## config.mk

```make
export PLATFORM = sky130hd
export DESIGN_NAME = memory_stage
export DESIGN_NICKNAME = d
export VERILOG_FILES = /design/src/rtl/memory_stage.sv
export SDC_FILE = /design/constraint.sdc
export NUM_CORES = 1
export LEC_CHECK = 0
export ABC_AREA = 1
export BUFFER_PORTS_ARGS = -buffer_cell sky130_fd_sc_hd__buf_2
export CAP_MARGIN = 20
export CELL_PAD_IN_SITES_DETAIL_PLACEMENT = 0
export CELL_PAD_IN_SITES_GLOBAL_PLACEMENT = 1
export CORE_MARGIN = 3
export CORE_UTILIZATION = 37
export DETAILED_ROUTE_END_ITERATION = 7
export GPL_TIMING_DRIVEN = 0
export PLACE_DENSITY = 0.91
export SETUP_SLACK_MARGIN = 0.2
export SLEW_MARGIN = 20
export SYNTH_ARGS = -nofsm -noshare
export SYNTH_HDL_FRONTEND = slang
export SYNTH_SLANG_ARGS = --single-unit
```

## constraint.sdc

```tcl
create_clock -name clk -period 2.17 [get_ports clk]
set_input_delay 0.3255 -clock clk [delete_from_list [all_inputs] [get_ports clk]]
set_output_delay 0.3255 -clock clk [all_outputs]
set_load 0.005 [all_outputs]
```

## src/rtl/memory_stage.sv

```systemverilog
// Memory pipeline stage: forwards ALU results, issues aligned loads/stores on the
// data bus, waits for the response and produces a registered writeback bundle.
module memory_stage #(
    parameter int XLEN = 64
) (
    input  logic            clk,
    input  logic            reset,
    input  logic            in_valid,
    output logic            in_ready,
    input  logic [XLEN-1:0] in_pc,
    input  logic [XLEN-1:0] in_result,
    input  logic [XLEN-1:0] in_memdata,
    input  logic            in_memread,
    input  logic            in_memwrite,
    input  logic            in_regwrite,
    input  logic            in_mem_unsigned,
    input  logic [1:0]      in_msize,
    input  logic [4:0]      in_dst,
    input  logic            flush,
    output logic            dreq_valid,
    output logic [XLEN-1:0] dreq_addr,
    output logic [1:0]      dreq_size,
    output logic [7:0]      dreq_strobe,
    output logic [XLEN-1:0] dreq_data,
    input  logic            dresp_data_ok,
    input  logic [XLEN-1:0] dresp_data,
    output logic            out_valid,
    output logic [XLEN-1:0] out_pc,
    output logic [XLEN-1:0] out_result,
    output logic [4:0]      out_dst,
    output logic            out_regwrite,
    output logic            out_misalign
);

    typedef enum logic {S_IDLE, S_WAIT} state_t;

    state_t          state, state_next;
    logic            kill;
    logic [XLEN-1:0] req_addr, req_data, req_pc;
    logic [1:0]      req_size;
    logic [7:0]      req_strobe;
    logic            req_write, req_unsigned, req_regwrite;
    logic [4:0]      req_dst;

    logic            is_mem, misaligned, accept, start_mem;
    logic [7:0]      strobe_base;
    logic [XLEN-1:0] load_shifted, load_result;

    assign is_mem    = in_memread | in_memwrite;
    assign accept    = (state == S_IDLE) && in_valid && !flush;
    assign start_mem = accept && is_mem && !misaligned;

    // NOTE: every always_comb output gets a default first so no latch is inferred.
    always_comb begin
        misaligned  = 1'b0;
        strobe_base = 8'h01;
        case (in_msize)
            2'd0: begin misaligned = 1'b0;              strobe_base = 8'h01; end
            2'd1: begin misaligned = in_result[0];      strobe_base = 8'h03; end
            2'd2: begin misaligned = |in_result[1:0];   strobe_base = 8'h0F; end
            default: begin misaligned = |in_result[2:0]; strobe_base = 8'hFF; end
        endcase
    end

    // Bus lanes are byte-addressed within the doubleword, so shift by the low address bits.
    always_comb begin
        load_shifted = dresp_data >> {req_addr[2:0], 3'b000};
        load_result  = load_shifted;
        case (req_size)
            2'd0: load_result = {{(XLEN-8){!req_unsigned && load_shifted[7]}}, load_shifted[7:0]};
            2'd1: load_result = {{(XLEN-16){!req_unsigned && load_shifted[15]}}, load_shifted[15:0]};
            2'd2: load_result = {{(XLEN-32){!req_unsigned && load_shifted[31]}}, load_shifted[31:0]};
            default: load_result = load_shifted;
        endcase
    end

    always_ff @(posedge clk or negedge reset) begin
        if (!reset) state <= S_IDLE;
        else        state <= state_next;
    end

    always_comb begin
        state_next = state;
        case (state)
            S_IDLE:  if (start_mem)     state_next = S_WAIT;
            S_WAIT:  if (dresp_data_ok) state_next = S_IDLE;
            default: state_next = S_IDLE;
        endcase
    end

    always_comb begin
        in_ready   = 1'b0;
        dreq_valid = 1'b0;
        case (state)
            S_IDLE:  in_ready   = 1'b1;
            S_WAIT:  dreq_valid = 1'b1;
            default: ;
        endcase
    end

    assign dreq_addr   = req_addr;
    assign dreq_size   = req_size;
    assign dreq_strobe = req_strobe;
    assign dreq_data   = req_data;

    // NOTE: sequential state uses non-blocking assignments so all registers update together.
    always_ff @(posedge clk or negedge reset) begin
        if (!reset) begin
            kill         <= 1'b0;
            req_addr     <= '0;
            req_data     <= '0;
            req_pc       <= '0;
            req_size     <= '0;
            req_strobe   <= '0;
            req_write    <= 1'b0;
            req_unsigned <= 1'b0;
            req_regwrite <= 1'b0;
            req_dst      <= '0;
            out_valid    <= 1'b0;
            out_pc       <= '0;
            out_result   <= '0;
            out_dst      <= '0;
            out_regwrite <= 1'b0;
            out_misalign <= 1'b0;
        end else begin
            out_valid <= 1'b0;
            if (state == S_IDLE) begin
                if (accept && (!is_mem || misaligned)) begin
                    out_valid    <= 1'b1;
                    out_pc       <= in_pc;
                    out_result   <= in_result;
                    out_dst      <= in_dst;
                    out_regwrite <= in_regwrite && !is_mem;
                    out_misalign <= is_mem;
                end else if (start_mem) begin
                    kill         <= 1'b0;
                    req_addr     <= in_result;
                    req_size     <= in_msize;
                    req_strobe   <= in_memwrite ? 8'(strobe_base << in_result[2:0]) : 8'h00;
                    req_data     <= in_memwrite ? (in_memdata << {in_result[2:0], 3'b000}) : '0;
                    req_write    <= in_memwrite;
                    req_unsigned <= in_mem_unsigned;
                    req_regwrite <= in_regwrite;
                    req_pc       <= in_pc;
                    req_dst      <= in_dst;
                end
            end else begin
                if (flush) kill <= 1'b1;
                // A killed access still finishes on the bus; only its writeback is dropped.
                if (dresp_data_ok) begin
                    kill <= 1'b0;
                    if (!kill && !flush) begin
                        out_valid    <= 1'b1;
                        out_pc       <= req_pc;
                        out_dst      <= req_dst;
                        out_result   <= req_write ? req_addr : load_result;
                        out_regwrite <= req_regwrite && !req_write;
                        out_misalign <= 1'b0;
                    end
                end
            end
        end
    end

endmodule

```

---- Yosys cells after proc, flatten, opt, wreduce, memory -nomap -nowiden ----
Index checks and enable logic that the tools add are counted.
word-level totals
  bits in registers ....................... 348
  bits of input ports ..................... 272
  output and inout port bits .............. 276
  word-level logic and storage cells ...... 98
cells by class
  eq/ne operators ......................... 8
  shift-type cells ........................ 3
  mux-type cells .......................... 40
  bitwise logic cells ..................... 3
  reduce and logical (&&, ||, !) cells .... 27
operators by type and width
  cell                count
  $mux 64             10
  $pmux 64 s3         1
  $shl 64x6->64       1
  $shr 64x6->64       1
  $pmux 8 s3          1
  $mux 1              21
  $mux 5              4
  $logic_and 1x1->1   11
  $reduce_and 3->1    3
  $mux 8              1
  $shl 8x3->8         1
  $logic_not 1->1     6
  $eq 2x1->1 const B  2
  $eq 2x2->1 const B  2
  $logic_not 2->1     2
  $ne 2x2->1 const B  2
  $reduce_bool 2->1   2
  $ne 3x3->1 const B  1
  $pmux 1 s3          1
  $reduce_or 3->1     1
  $ne 2x1->1 const B  1
  $not 1->1           2
  $pmux 1 s2          1
  $reduce_or 2->1     1
  2 further kinds     2

---- Logic depth before layout (Yosys ltp) ----
Gate-level depths: netlist of the first run.
  depth in word-level cells ............... 8
  depth in mapped cells ................... 12
  mapped depth without buffers ............ 11

---- Worst setup path before layout of the first run ----
Ideal clock, no wire load.
  path type ............................... input port to flip-flop
  start point ............................. in in_result[1]
  end point ............................... reg req_data[30] (netlist: dreq_data[30])
  setup time .............................. 0.074 ns
  data arrival time ....................... 1.607 ns
  required time ........................... 2.096 ns
  setup slack ............................. 0.489 ns
  stages .................................. 10
  path buffers ............................ 3
  path through ............................ buf_2 > inv_6 > nand2_4 > o211ai_2 > nand3_2 > buf_4 > nor3_4 > inv_2 > buf_6 > o21ai_2
on the way
  cells in the longest elaborated chain, start to end .. 6
  elaborated cells between the ends (all ways) .. 11
  classes of those cells .................. shift: 1; mux: 2; bitwise: 1; reduce/logical: 7
ends and longest elaborated chain
  element                                                RTL line  text
  start, declared                                        11        input logic [XLEN-1:0] in_result,
  branches (longest 6 deep; another with $shl 64x6->64)  -
  end signal, assigned                                   140       req_data <= in_memwrite ? (in_memdata << {in_result[2:0], 3'b000}) : '0;
  end, declared                                          39        logic [XLEN-1:0] req_addr, req_data, req_pc;
Parallel ways; which one is timed is not known.
A chain may end at the register's enable or synchronous reset.

---- Final worst setup path of the first run ----
  start point ............................. reg req_addr[1] (netlist: dreq_addr[1])
  end point ............................... reg out_result[21]
on the way
  cells in the longest elaborated chain, start to end .. 7
  elaborated cells between the ends (all ways) .. 8
  classes of those cells .................. shift: 1; mux: 5; reduce/logical: 2
ends and longest elaborated chain
  element                               RTL line  text
  start, declared                       39
  start signal, assigned                137       req_addr <= in_result;
  $shr 64x6->64 (*)                     67        load_shifted = dresp_data >> {req_addr[2:0], 3'b000};
  $logic_and 1x1->1 (on tied branches)  71, 70
  $pmux 64 s3 (*)                       69        case (req_size)
  $mux 64 (*)                           156       out_result <= req_write ? req_addr : load_result;
  $mux 64 (*)                           152       if (!kill && !flush) begin
  $mux 64 (*)                           150       if (dresp_data_ok) begin
  $mux 64 (*)                           127       if (state == S_IDLE) begin
  end signal, assigned                  131       out_result <= in_result;
  end signal, assigned                  156
  end, declared                         29        output logic [XLEN-1:0] out_result,
Mark *: on every way between the ends. The rest lies on a longest branch, timed or not. The select of a mux whose other input is x is not followed.

==> metrics.md, run 1 <==
| Metric | Value |
|---|---|
| Status | `finished clean` |
| Async SR Flop Fraction | `100%` |
| Worst vdd ir | `553 µV` |
| Dpl ws | `-0.816 ns` |
| CP most frequent cell | `nand2_1` |
| Final Wtd Congestion | `1.01` |
| Vias in the first global route | `20,700` |
| Leakage Power | `0.0129 µW` |
| Top-area cell type share of the netlist area | `46.2%` |
| Min Tclk post-route | `1.92 ns` |
| Worst Tran Pin Value | `0.820 ns` |
| Yosys cell types | `38` |
| Root buffer cell | `clkbuf_16` |
| Routed WL | `89,600 µm` |
| Total track usage | `32.4%` |
| WP data arrival | `2.40 ns` |
| 1st-iter DRT viols | `1,937` |
| Register area share after synthesis | `46.2%` |
| Routed WL per cell | `22.5 µm` |
| Die W | `232 µm` |
| # port buffers | `545` |
| Fmax | `520 MHz` |
| Dominant cells by area after synthesis | `dfrtp_1, nand2_1, nor2_1, a21oi_1, o21ai_0` |
| Via count | `21,400` |
| FP Rows | `82` |
| Initial antenna violation count | `15` |
| Layer with the highest usage | `met2` |
| Vias per Instance | `5.38` |
| Layout Nets | `3,534` |
| Inserted Clock Buffers | `40` |
| #FFs+latches synth | `348` |
| Worst-path clk slew | `0.07 ns` |
| Met1 usage | `40.5%` |
| CP top delay family | `buffers and inverters` |
| Ys flop type | `dfrtp_1` |
| Final WS setup | `0.247 ns` |
| Cell chain of the critical path | `buf_4 -> inv_6 -> buf_8 -> buf_6 -> nand2_1 -> o21ai_0 -> o21ai_2 -> nand2_1 -> nand2_1 -> a21oi_1` |
| Met3 usage | `7.08%` |
| Setup CP Type | `flop to flop` |
| Cells after synthesis | `2,656` |
| Slew Viols, Final | `0` |
| Total congestion overflow | `0` |
| Die H | `232 µm` |
| Setup crit start kind | `flop` |
| Largest net degree at the start of global routing | `90` |
| YS warnings | `0` |
| Tcrit/Tclk final | `88.6%` |
| Power Density | `1040 nW/µm²` |
| Max-cap violation count | `0` |
| GR Util met2 | `52.5%` |
| Slew margin rel. | `45.4%` |
| Io pins | `548` |
| Critical path endpoint category | `flop` |
| Skew final | `0.0157 ns` |
| EDFF count, synth | `0` |
| Antenna-violating nets left | `0` |
| Initial Util | `37.5%` |
| Utilization after layout | `48.8%` |
| Synth top cells by count | `nand2_1, nor2_1, dfrtp_1` |
| Mapped cell area | `18,800 µm²` |
| Critical Path Fanout Max | `10` |
| Slowest-stage cell, CP | `dfrtp_1` |
| RSZ-0062 raised after global routing | `true` |
| Worst hold-check path type | `input pin to flop` |
| Cell taking the most area after synthesis | `dfrtp_1` |
| Synthesis-to-finish area growth | `30.2%` |
| Max clock buf depth | `3` |
| DRC Markers | `0` |
| Buf+Inv Stages, Crit Path | `4` |
| Die area | `53,700 µm²` |
| Final setup vio count | `0` |
| Syn nets | `2,928` |
| Layout cells sized above 1 | `25.0%` |
| Drt first pass iters | `6` |
| Clk_lat worst skew | `0.56 ns` |
| Core area | `50,300 µm²` |
| Syn_area_per_cell | `7.09 µm²` |
| Post-DP HPWL | `69,600 µm` |
| Endpoints failing hold | `0` |
| Clock sink count | `348` |
| Worst path required time | `2.64 ns` |
| Setup TNS | `0 ns` |
| CP max stage delay | `0.42 ns` |
| First-pass GRT wire length | `130,000 µm` |
| Most numerous cell in the Yosys netlist | `nand2_1` |
| CTS tree | `built` |
| H-tree Lvls | `2` |
metrics by stage:
step | std cells | hold WS, ns | instance area, µm² | power [µW]
2_1_floorplan | 2656 | 0.0299 | 18800 | 13600
4_1_cts | 3962 | 0.00720 | 24300 | 25400
6_report | 3975 | 0.0360 | 24500 | 25600
3_3_place_gp | 3873 | 0.460 | 22400 | 17900
3_5_place_dp | 3877 | 0.290 | 22500 | 18000
5_1_grt | 3971 | 0.0236 | 24500 | 27000
report_power, final:
group	total [µW]	internal (µW)	switching (µW)
registers	9400	8190	1210
logic	9100	3310	5780
clock network	7070	4180	2890
placed cells by master (no fill, tap or decap), types with 10 or more instances in the layout:
master,netlist,routed
nand2_1,644,641
buf_2,74,596
nor2_1,410,406
dfrtp_1,348,347
a21oi_1,287,282
o21ai_0,284,262
inv_1,200,198
nand3_1,155,148
clkbuf_1,101,53
clkbuf_16,0,40
clkbuf_2,0,35
nand4_1,33,33
buf_4,2,31
o21ai_1,7,21
o21ai_2,11,19
clkbuf_4,0,17
o211ai_1,15,15
buf_6,1,12
o22ai_1,12,12
diode_2,0,11
a22o_1,10,10
worst register-to-register path: cells and delay by family (launching register included):
kind / cells / cell delay (ns)
buffers and inverters: 4 / 0.63
DFF: 1 / 0.42
AOI/OAI and AO/OA: 3 / 0.46
and+or+nand+nor: 3 / 0.33
sequential cells by signal (all words and copies together), names as in the netlist:
register and cells:
out_valid 1, out_misalign 1, out_pc 64, out_regwrite 1, dreq_size 2, out_dst 5, req_regwrite 1, req_unsigned 1
kill 1, req_dst 5, dreq_addr 64, req_write 1, out_result 64, req_pc 64, dreq_data 64, state 1
dreq_strobe 8
final timing paths:
path | slack, ns | from | endpoint | depth (start not counted)
setup / recovery | 0.25 | dreq_addr[1] | out_result[21] | 10
hold / removal | 0.04 | in_dst[0] | req_dst[0] | 3
setup reg to reg | 0.25 | dreq_addr[1] | out_result[21] | 10
hold reg to reg | 0.47 | dreq_data[29] | dreq_data[29] | 2
max in group asynchronous | 0.71 | reset | out_pc[47] | 4
min in group asynchronous | 0.30 | reset | dreq_addr[42] | 2
area by class of cell:
class                           count  area (µm²)
Timing Repair Buffer              564        2990
Inverter                          207         790
Antenna cell                       11        27.5
Sequential cell                   348        8710
Clock buffer                       56        1140
Clock inverter                     16         216
Fill cell                        5343       25800
Buffer                            198        1160
Tap cell                          672         841
Multi-Input combinational cell   1903        8640
kinds of logic (layout without fill, tap and decap cells):
logic type	count (synthesis)	count (layout)	share of synthesized area [%]
mux	6	6	0.319
flops	348	348	46.2
other cells	0	11	0
simple gates	1254	1254	26.7
buf+inv	405	1041	8.67
compound gates	643	643	18.1
timing repair:
| action | in CTS | in global routing |
|---|---|---|
| pin swaps | 5 | 8 |
| gates resized for setup | 136 | 104 |
| endpoints found under the hold margin | 58 | 0 |
| setup buffers | 6 | 2 |
| hold buffers | 7 | 0 |
| endpoints found under the setup margin | 299 | 317 |
layer usage:
layer,routed length (µm),vias up
li1,-,9841
met1,35300,10200
met2,41300,1086
met3,7470,239
met4,5430,8
met5,40,-
Note: power is estimated with default switching activity, not from simulation.
==> inputs of run 2 (changes only) <==
- PLACE_DENSITY: 0.91 -> 0.78
==> metrics.md, run 2 (synthesis gave the netlist of run 1 again) <==
| Metric | Value |
|---|---|
| Status | `finished, violations left` |
| Violated checks | `hold timing` |
| Final Wtd Congestion | `0.997` |
| Most common cell after layout, fill and taps aside | `nand2_1` |
| 1st-iter DRT viols | `1,743` |
| Drt first pass iters | `6` |
| Critical path endpoint category | `flop` |
| Initial antenna violation count | `13` |
| Critical Path Fanout Max | `10` |
| Die area | `53,700 µm²` |
| Die H | `232 µm` |
| Worst vdd ir | `520 µV` |
| Max-cap violation count | `0` |
| WP data arrival | `2.47 ns` |
| Worst path required time | `2.65 ns` |
| H-tree Lvls | `2` |
| Layout cells sized above 1 | `24.8%` |
| CTS tree | `built` |
| Post-DP HPWL | `73,300 µm` |
| Tcrit/Tclk final | `91.6%` |
| Vias per Instance | `5.38` |
| Endpoints failing hold | `72` |
| DRC Markers | `0` |
| Met3 usage | `6.42%` |
| FP Rows | `82` |
| Vias in the first global route | `20,900` |
| Min Tclk post-route | `1.99 ns` |
| Final setup vio count | `0` |
| # port buffers | `545` |
| Clock sink count | `348` |
| Setup crit start kind | `input pin` |
| Total congestion overflow | `0` |
| Commonest cells after routing, fill and taps aside | `nand2_1, buf_2, nor2_1` |
| GR Util met2 | `56.5%` |
| Synthesis-to-finish area growth | `30.1%` |
| Slew margin rel. | `37.6%` |
| Power Density | `1040 nW/µm²` |
| Slew Viols, Final | `0` |
| Worst-path clk slew | `0.06 ns` |
| Die W | `232 µm` |
| Routed WL | `93,200 µm` |
| Worst hold-check path type | `input pin to async pin` |
| Worst reg2reg path depth | `10` |
| Skew final | `0.0232 ns` |
| Met1 usage | `42.7%` |
| Layer with the highest usage | `met2` |
| First-pass GRT wire length | `135,000 µm` |
| Max clock buf depth | `3` |
| Layout Nets | `3,536` |
| Routed WL per cell | `23.5 µm` |
| Clk_lat worst skew | `0.57 ns` |
| Total track usage | `33.7%` |
| RSZ-0062 raised after global routing | `true` |
| Final WS setup | `0.182 ns` |
| Via count | `21,400` |
| Fmax | `503 MHz` |
| Final Cell Area | `24,500 µm²` |
| CTS Hold Bufs | `8` |
| Leakage Power | `0.0128 µW` |
| Io pins | `548` |
| Hold_ws | `-0.281 ns` |
| Setup CP Type | `input pin to flop` |
| Dpl ws | `-0.809 ns` |
| Largest net degree at the start of global routing | `90` |
| Setup TNS | `0 ns` |
| Inserted Clock Buffers | `40` |
| Root buffer cell | `clkbuf_16` |
| Initial Util | `37.5%` |
| Placed inst area | `22,500 µm²` |
| Antenna-violating nets left | `0` |
| Worst Tran Pin Value | `0.926 ns` |
| Core area | `50,300 µm²` |
[run 2: cell types whose count changed in the layout (fill, tap and decap cells not counted), moves of 3 or more]
cell      delta
buf_1        +3
o21ai_2      -5
clkbuf_2     +3
clkbuf_8     -3
clkbuf_4     +6
o21ai_1      +3
buf_2       -11
[run 2: per-layer routing]
metal  vias to the layer above  part of all wire (%)
met2                       954                    48
met4                         8                   4.5
li1                       9851                     -
met1                     10400                    40
met5                         -                 0.053
met3                       180                   7.2
[run 2: power breakdown]
part	switching, µW	internal, µW
clock network	2900	4150
logic	5780	3310
registers	1230	8190
[run 2: area by class of cell]
cell class,instances,area (µm²)
Fill cell,5317,25800
Clock buffer,53,1130
Inverter,207,790
Multi-Input combinational cell,1903,8630
Buffer,198,1150
Tap cell,672,841
Clock inverter,15,214
Sequential cell,348,8710
Antenna cell,10,25.0
Timing Repair Buffer,566,3020
[run 2: per-stage QoR]
stage	cells	utilization, %	power, µW
2_1_floorplan	2656	-	13600
6_report	3972	48.8	25600
5_1_grt	3968	48.7	27000
3_3_place_gp	3873	44.6	18000
3_5_place_dp	3877	44.8	18100
4_1_cts	3957	48.1	25400
[run 2: critical path, cell delays in order]
cell,delay [ns]
buf_2,0.10
clkbuf_1,0.37
buf_2,0.35
mux2i_1,0.14
o21ai_0,0.74
o22ai_1,0.22
o21ai_0,0.22
[run 2: path summary, 6_finish.rpt]
kind / slack, ns / end / start
worst max register to register: 0.24 / out_result[39] / dreq_addr[0]
min in group clk: 0.02 / req_pc[5] / in_pc[5]
worst min register to register: 0.48 / dreq_data[16] / dreq_data[16]
max in group asynchronous: 0.55 / dreq_data[47] / reset
worst max-delay path: 0.18 / dreq_data[63] / in_result[0]
worst min-delay path: -0.28 / dreq_addr[41] / reset
[run 2: timing repair]
| action | CTS | global route |
|---|---|---|
| gates resized for setup | 108 | 128 |
| endpoints found under the hold margin | 80 | 72 |
| pin swaps | 2 | 10 |
| setup buffers | 4 | 5 |
| endpoints found under the setup margin | 280 | 308 |
